$ cat config.mk
export PLATFORM = sky130hd
export DESIGN_NAME = mblock_stage_ctrl
export DESIGN_NICKNAME = d
export VERILOG_FILES = /design/src/rtl/mblock_stage_ctrl_pkg.sv /design/src/rtl/mblock_pc_reg.sv /design/src/rtl/mblock_stage_ctrl.sv
export SDC_FILE = /design/constraint.sdc
export NUM_CORES = 1
export LEC_CHECK = 0
export CORE_AREA = 2 2 63 65
export CTS_CLUSTER_SIZE = 40
export DETAILED_ROUTE_END_ITERATION = 6
export DIE_AREA = 0 0 65 67
export DONT_BUFFER_PORTS = 1
export PLACE_DENSITY = 0.67
export SLEW_MARGIN = 20
export SYNTH_ARGS = -nofsm -noshare
export SYNTH_HDL_FRONTEND = slang
export SYNTH_HIERARCHICAL = 1
export SYNTH_SLANG_ARGS = --single-unit
export TNS_END_PERCENT = 100
$ cat constraint.sdc
create_clock -name clk -period 2.28 [get_ports clk]
set_input_delay 0.684 -clock clk [delete_from_list [all_inputs] [get_ports clk]]
set_output_delay 0.684 -clock clk [all_outputs]
set_load 0.01 [all_outputs]
$ cat src/rtl/mblock_stage_ctrl_pkg.sv
// Shared constants for the memory-stage sequencer and the memory-block address mux.
// Holds the sequencer state encoding, the stage indices and the mblock source selector codes.
package mblock_stage_ctrl_pkg;

    typedef enum logic [2:0] {
        ST_IDLE,
        ST_FETCH,
        ST_OP1,
        ST_OP2,
        ST_WB,
        ST_NEXT,
        ST_HALTED
    } state_t;

    localparam logic [1:0] STAGE_FETCH = 2'd0;
    localparam logic [1:0] STAGE_OP1   = 2'd1;
    localparam logic [1:0] STAGE_OP2   = 2'd2;
    localparam logic [1:0] STAGE_WB    = 2'd3;

    localparam logic [1:0] SEL_RAM   = 2'd0;
    localparam logic [1:0] SEL_BROM  = 2'd1;
    localparam logic [1:0] SEL_IO    = 2'd2;
    localparam logic [1:0] SEL_CONST = 2'd3;

    // Picks the first stage still needed; callers mask off stages already behind them.
    function automatic state_t next_needed(input logic need_op1,
                                           input logic need_op2,
                                           input logic need_wb);
        if (need_op1) begin
            return ST_OP1;
        end else if (need_op2) begin
            return ST_OP2;
        end else if (need_wb) begin
            return ST_WB;
        end else begin
            return ST_NEXT;
        end
    endfunction

endpackage

$ cat src/rtl/mblock_pc_reg.sv
// Program counter register: steps by PC_STEP or loads the jump target when advanced.
// Arithmetic is 16-bit and wraps around.
module mblock_pc_reg #(
    parameter int          PC_STEP  = 4,
    parameter logic [15:0] RESET_PC = 16'h0000
) (
    input  logic        clk,
    input  logic        reset,
    input  logic        advance,
    input  logic        is_jump,
    input  logic [15:0] jump_target,
    output logic [15:0] pc
);

    always_ff @(posedge clk or posedge reset) begin
        if (reset) begin
            pc <= RESET_PC;
        end else if (advance) begin
            pc <= is_jump ? jump_target : pc + 16'(PC_STEP);
        end
    end

endmodule

$ cat src/rtl/mblock_stage_ctrl.sv
// Per-instruction memory-stage sequencer: walks fetch, operand reads and write-back,
// holding each stage's address and selector until the memory block acknowledges.
module mblock_stage_ctrl
    import mblock_stage_ctrl_pkg::*;
#(
    parameter int          PC_STEP  = 4,
    parameter logic [15:0] RESET_PC = 16'h0000
) (
    input  logic        clk,
    input  logic        reset,
    input  logic        execute_from_brom,
    input  logic        mblock_ready,
    input  logic        use_op1,
    input  logic        use_op2,
    input  logic        use_wb,
    input  logic [15:0] op1_addr,
    input  logic [15:0] op2_addr,
    input  logic [15:0] wb_addr,
    input  logic [1:0]  src_sel,
    input  logic        is_jump,
    input  logic [15:0] jump_target,
    input  logic        halt_req,
    output logic [15:0] address0,
    output logic [15:0] address1,
    output logic [15:0] address2,
    output logic [15:0] address3,
    output logic        is_write0,
    output logic        is_write1,
    output logic        is_write2,
    output logic        is_write3,
    output logic [1:0]  stage,
    output logic [1:0]  mblock_selector,
    output logic        mem_req,
    output logic        instr_valid,
    output logic [15:0] pc,
    output logic        halted
);

    state_t state;
    state_t state_nxt;
    logic   brom_mode;

    always_ff @(posedge clk or posedge reset) begin
        if (reset) begin
            state       <= ST_IDLE;
            brom_mode   <= 1'b0;
            instr_valid <= 1'b0;
        end else begin
            state       <= state_nxt;
            instr_valid <= (state == ST_FETCH) && mblock_ready;
            if (state == ST_IDLE) begin
                brom_mode <= execute_from_brom;
            end
        end
    end

    // Stage-needed flags are read as each stage is left, so the decoder must hold them.
    always_comb begin
        state_nxt = state;
        case (state)
            ST_IDLE:   state_nxt = ST_FETCH;
            ST_FETCH:  if (mblock_ready) state_nxt = next_needed(use_op1, use_op2, use_wb);
            ST_OP1:    if (mblock_ready) state_nxt = next_needed(1'b0, use_op2, use_wb);
            ST_OP2:    if (mblock_ready) state_nxt = next_needed(1'b0, 1'b0, use_wb);
            ST_WB:     if (mblock_ready) state_nxt = ST_NEXT;
            ST_NEXT:   state_nxt = halt_req ? ST_HALTED : ST_FETCH;
            ST_HALTED: state_nxt = ST_HALTED;
            default:   state_nxt = ST_IDLE;
        endcase
    end

    always_comb begin
        address0        = 16'h0000;
        address1        = 16'h0000;
        address2        = 16'h0000;
        address3        = 16'h0000;
        is_write0       = 1'b0;
        is_write1       = 1'b0;
        is_write2       = 1'b0;
        is_write3       = 1'b0;
        stage           = STAGE_FETCH;
        mblock_selector = SEL_RAM;
        mem_req         = 1'b0;
        halted          = 1'b0;
        case (state)
            ST_FETCH: begin
                address0        = pc;
                stage           = STAGE_FETCH;
                mblock_selector = brom_mode ? SEL_BROM : SEL_RAM;
                mem_req         = 1'b1;
            end
            ST_OP1: begin
                address1        = op1_addr;
                stage           = STAGE_OP1;
                mblock_selector = src_sel;
                mem_req         = 1'b1;
            end
            ST_OP2: begin
                address2        = op2_addr;
                stage           = STAGE_OP2;
                mblock_selector = src_sel;
                mem_req         = 1'b1;
            end
            ST_WB: begin
                address3        = wb_addr;
                is_write3       = 1'b1;
                stage           = STAGE_WB;
                mblock_selector = src_sel;
                mem_req         = 1'b1;
            end
            ST_HALTED: halted = 1'b1;
            default: ;
        endcase
    end

    mblock_pc_reg #(
        .PC_STEP  (PC_STEP),
        .RESET_PC (RESET_PC)
    ) u_pc_reg (
        .clk         (clk),
        .reset       (reset),
        .advance     (state == ST_NEXT),
        .is_jump     (is_jump),
        .jump_target (jump_target),
        .pc          (pc)
    );

endmodule

# Word level (Yosys, flattened, before mapping)
# Cells that the tools add are included.
# op_classes
n_addsub,1
eq_ne,10
muxes,20
n_reduce_logical,5
# op_table
op,n
$mux W16,5
$mux W3,7
$pmux W3 S7,1
$add A16 B3 Y16 const B,1
$eq A3 B3 Y1 const B,3
$ne A2 B2 Y1 const B,4
$eq A3 B2 Y1 const B,2
$pmux W2 S3,1
$mux W1,5
$pmux W2 S2,1
$reduce_and A4 Y1,1
$reduce_or A4 Y1,1
$eq A3 B1 Y1 const B,1
$logic_not A3 Y1,1
$reduce_or A3 Y1,1
$logic_and A1 B1 Y1,1
# totals
ff_bits,21
in_bits,75
out_inout_bits,91
elab_cells,40

# Depth between registers and ports, before layout
# logic_depth
ltp_word,5
mapped_depth,7
depth_no_buf,6

# Hierarchy
# Netlist, hierarchy kept.
# modules_own_cells
module,instances,cells_each,area_per_inst_um2,seq_area_each_um2
mblock_stage_ctrl,1,135,959.7,125.1
mblock_pc_reg,1,106,948.4,400.4

# Least setup slack after synthesis
# OpenSTA, ideal clock, no wires.
# synth_timing
kind,reg-to-output
startpoint,register state[0]
endpoint,output port stage[1]
t_arrival_ns,1.228
t_required_ns,1.596
slack_ns,0.368
path_stages_with_launch,4
n_path_buf,1
cell_sequence,dfrtp_1 > buf_6 > nor3_1 > or2_2
# synth_between
elab_chain_len,2
elab_cells_between_ends,4
classes_between,3 x eq/ne; 1 x mux
# synth_lines
element,line_no,text
from (decl),mblock_stage_ctrl.sv:39,state_t state;
from (signal assigned),mblock_stage_ctrl.sv:49,state <= state_nxt;
$eq A3 B3 Y1 / $eq A3 B2 Y1 (equally long branches),mblock_stage_ctrl.sv:85,case (state)
$pmux W2 S3 (*),mblock_stage_ctrl.sv:85,
to (decl),mblock_stage_ctrl.sv:31,"output logic [1:0] stage,"
# Mark *: on every way between the ends. The rest lies on a longest branch, timed or not.

# Final worst setup path
# layout_timing
startpoint,register state[2]
endpoint,output port stage[0]
# Same word-level chain as after synthesis.

==> impl_summary.log <==
[metrics] clock transition time at the flip-flop clock pins of the worst setup and hold paths: 0.07 ns
[metrics] class of the worst hold path: in2async
[metrics] Slew @ Worst Pin: ~0.66 ns
[metrics] Internal Dissipation: 1.28 mW
[metrics] Max FO, Critical Path: 10
[metrics] post-synthesis average cell area: 7.92 sq um
[metrics] CTS Sinks: 21
[metrics] final sum of negative setup slack: 0 ns
[metrics] type of element capturing the critical path: output port
[metrics] total I/O pin count: 166
[metrics] worst skew pair latency: 0.27 ns
[metrics] area post-placement: 0.00191 sq mm
[metrics] Netlist Area Pre-Place: 0.00191 sq mm
[metrics] Vias/cell: 6.09
[metrics] starting density of the core: 0.529
[metrics] final net count: 312
[metrics] DRT Wirelength: around 5400 um
[metrics] gr usage total: 0.239
[metrics] sum of net half-perimeters after detailed placement: slightly above 4000 um
[metrics] yosys synthesis warning count: 6
[metrics] final worst clock skew: 0.00761 ns
[metrics] Yosys top cell by area: sky130_fd_sc_hd__dfrtp_1
[metrics] Max-Slew Margin vs Limit: 0.563
[metrics] flip-flop and latch area: roughly 530 sq um
[metrics] total core area: 0.00361 sq mm
[metrics] std cell rows: 22
[metrics] data required time at the worst endpoint: 1.60 ns
[metrics] final RePlAce weighted congestion: 0.783
[metrics] share of power burned in registers: 0.350
[metrics] proportion of synthesized chip area in sequential cells: 0.275
[metrics] number of nets with antenna violations after routing: 0
[metrics] 1st-iter DRT viols: 73
[metrics] via count of the first global-routing pass: around 1600
[metrics] fraction of layout instances using a drive strength above 1: 0.149
[metrics] chip width: 65 um
[metrics] CTS tree: done
[metrics] initial antenna violation count: 3
[metrics] die footprint: 0.00436 sq mm
[metrics] residual DRC count: 0
[metrics] endpoints failing hold: 0
[metrics] CP startpoint: state[2]
[metrics] path depth of the worst reg2reg path: 8
[metrics] fraction of synthesized cell area taken by the top area cell type: 0.275
[metrics] Num CTS Buffers: 3
[metrics] maximum count of clock buffers along a single path: 2
[metrics] final number of max-transition violations: 0
[metrics] Leakage Power: a little over 0.9 nW
[metrics] via count of the routed design: 1743
[metrics] status: finished clean
[metrics] Port-buffer cells: 0
[metrics] number of enable flip-flop cells after synthesis: 0
[metrics] cell at the root of the clock tree: sky130_fd_sc_hd__clkbuf_8
[metrics] post-route core utilization: 0.553
[metrics] post-route total power: 2.67 mW
[metrics] largest cells by area after synthesis: sky130_fd_sc_hd__dfrtp_1, sky130_fd_sc_hd__and2_1, sky130_fd_sc_hd__and3_1, sky130_fd_sc_hd__a21oi_1, sky130_fd_sc_hd__o21ai_0
[metrics] post-layout instance area: 0.00200 sq mm
[metrics] proportion of register bits with asynchronous set or reset after synthesis: 1.00
[metrics] final period utilization: 0.959
[metrics] worst setup slack for register-to-register paths: between 0.3 and 0.4 ns
[metrics] Synth Register Bits: 21
[metrics] Pre-Repair DR Iteration Count: 4
[metrics] crit path launch type: register
[metrics] Clk network pwr share: 0.094
[metrics] H-tree depth: 1
[metrics] kind of critical path: reg2out
[metrics] Yosys cell types: 52
[metrics] Setup-failing EPs final: 0
[metrics] crit path DAT: 1.50 ns
[metrics] combinational share of power: 0.556
[metrics] pin count of the biggest net entering global routing: 31
[metrics] CTS Hold Bufs: 0
[metrics] combined area of the multi-input logic cells: 0.00122 sq mm
[metrics] Die Span Y: 67 um
[metrics] area growth from synthesis to layout: 4.59%
[metrics] unrepaired setup endpoints after global routing: yes
[metrics] routed length per instance: 18.9 um
[metrics] Main synth FF type: sky130_fd_sc_hd__dfrtp_1
[metrics] final worst path period need: 2.19 ns
[metrics] power density cells: about 1300 mW/mm^2
[metrics] upper clock frequency limit: 0.457 GHz
[metrics] post-synthesis instance total: 241
[metrics] terminus of the critical flop-to-flop path: u_pc_reg/pc[12]
[metrics] first-pass GRT wire length: between 8000 and 9000 um
[metrics] global-route congestion overflow total: 0
[metrics] worst reg2reg startpoint: state[2]
[metrics] net switching power: 1.39 mW
[metrics] max capacitance violation total: 0
[metrics] Filler Cells Inserted: around 370
[metrics] worst-case vdd ir drop: 0.000667 V
[metrics] switching share of power: 0.522
worst max-delay path by stage:
stage                              end  slack, ns  cells after the start
floorplan                     stage[1]       0.37                      3
global placement              stage[0]       0.28                      4
detailed placement        address2[11]       0.27                      2
CTS                           stage[0]       0.09                      3
global route        mblock_selector[1]     -0.008                      3
finish                        stage[0]       0.09                      3
sequential cells by signal, summed over array words and instances, names as in the netlist:
name         count
brom_mode        1
instr_valid      1
state            3
u_pc_reg/pc     16
synthesized netlist by cell type, drive strengths merged (2+ instances only):
cell,instances
and2,35
and3,33
dfrtp,21
a21oi,15
buf,14
nor2,14
o21ai,14
nand2,10
clkbuf,9
inv,9
nor3,7
o22ai,6
nand2b,4
nand3,4
nand4,4
o2bb2ai,4
a211oi,3
mux2,3
nor2b,3
a22o,2
a22oi,2
a311oi,2
a31oi,2
and3b,2
nor3b,2
o21a,2
o21bai,2
or2,2
cell usage in the layout (no fill, tap or decap), types with 4 or more instances in the layout:
master                       n
sky130_fd_sc_hd__a21oi_1    15
sky130_fd_sc_hd__and2_1     34
sky130_fd_sc_hd__and3_1     33
sky130_fd_sc_hd__buf_4       9
sky130_fd_sc_hd__dfrtp_1    19
sky130_fd_sc_hd__inv_1       8
sky130_fd_sc_hd__nand2_1    10
sky130_fd_sc_hd__nor2_1     12
sky130_fd_sc_hd__nor3_1      6
sky130_fd_sc_hd__o21ai_0    14
sky130_fd_sc_hd__o22ai_1     6
sky130_fd_sc_hd__o2bb2ai_1   4
final cells by class:
cell class | count | area share
multi-input combinational | 190 | 0.614
clock buffer | 4 | 0.0226
timing repair buffer | 10 | 0.0439
sequential | 21 | 0.265
timing repair inverter | 1 | 0.00251
antenna | 3 | 0.00376
inverter | 9 | 0.0188
tap | 48 | 0.0301
worst max-delay path, cell delays in order, from the launching register on:
cell                         delay (ns)
sky130_fd_sc_hd__dfrtp_2           0.49
sky130_fd_sc_hd__clkinvlp_4        0.22
sky130_fd_sc_hd__nor3_1            0.33
sky130_fd_sc_hd__or2_1             0.21
power by group through the flow:
stage	registers, mW	logic [mW]	clock network, mW
final	0.935	1.48	0.252
after global routing	0.986	1.64	0.270
after CTS	0.935	1.43	0.256
after detailed placement	0.928	1.42	0
after global placement	0.926	1.40	0
after floorplan	0.823	1.27	0
repair_timing:
| action | 4_1_cts | 5_1_grt |
|---|---|---|
| cloned | 1 | 0 |
| endpoints found under the setup margin | 20 | 7 |
| hold endpoints to repair | 0 | 0 |
| pin swaps | 0 | 1 |
| resized for setup | 4 | 0 |
| buffers inserted | 0 | 1 |
metal layers:
metal / track usage / vias to the layer above / wire (um)
li1: - / 834 / -
met1: 0.308 / 809 / 2180
met2: 0.387 / 94 / 2660
met3: 0.0608 / 6 / 500
met4: 0.0851 / 0 / 70
met5: 0 / - / 0
logic make-up (layout without fill, tap and decap cells):
family	after synthesis	count (layout)	share of synthesized area
compound gates	57	57	0.193
xor+xnor	1	1	0.00459
fa+ha+maj	1	1	0.00656
buf+inv	32	24	0.0885
flops	21	21	0.275
mux	4	4	0.0229
other cells	1	6	0.00197
simple gates	124	124	0.407
stage by stage:
| stage | worst slack, ns | cells | hold slack, ns |
|---|---|---|---|
| after floorplan | 0.368 | 243 | 0.463 |
| after global placement | 0.284 | 277 | 0.492 |
| after detailed placement | 0.268 | 277 | 0.494 |
| after CTS | 0.0896 | 282 | 0.205 |
| after global routing | -0.00841 | 284 | 0.214 |
| final | 0.0929 | 286 | 0.212 |
No activity file was read; power rests on OpenSTA's default activity.
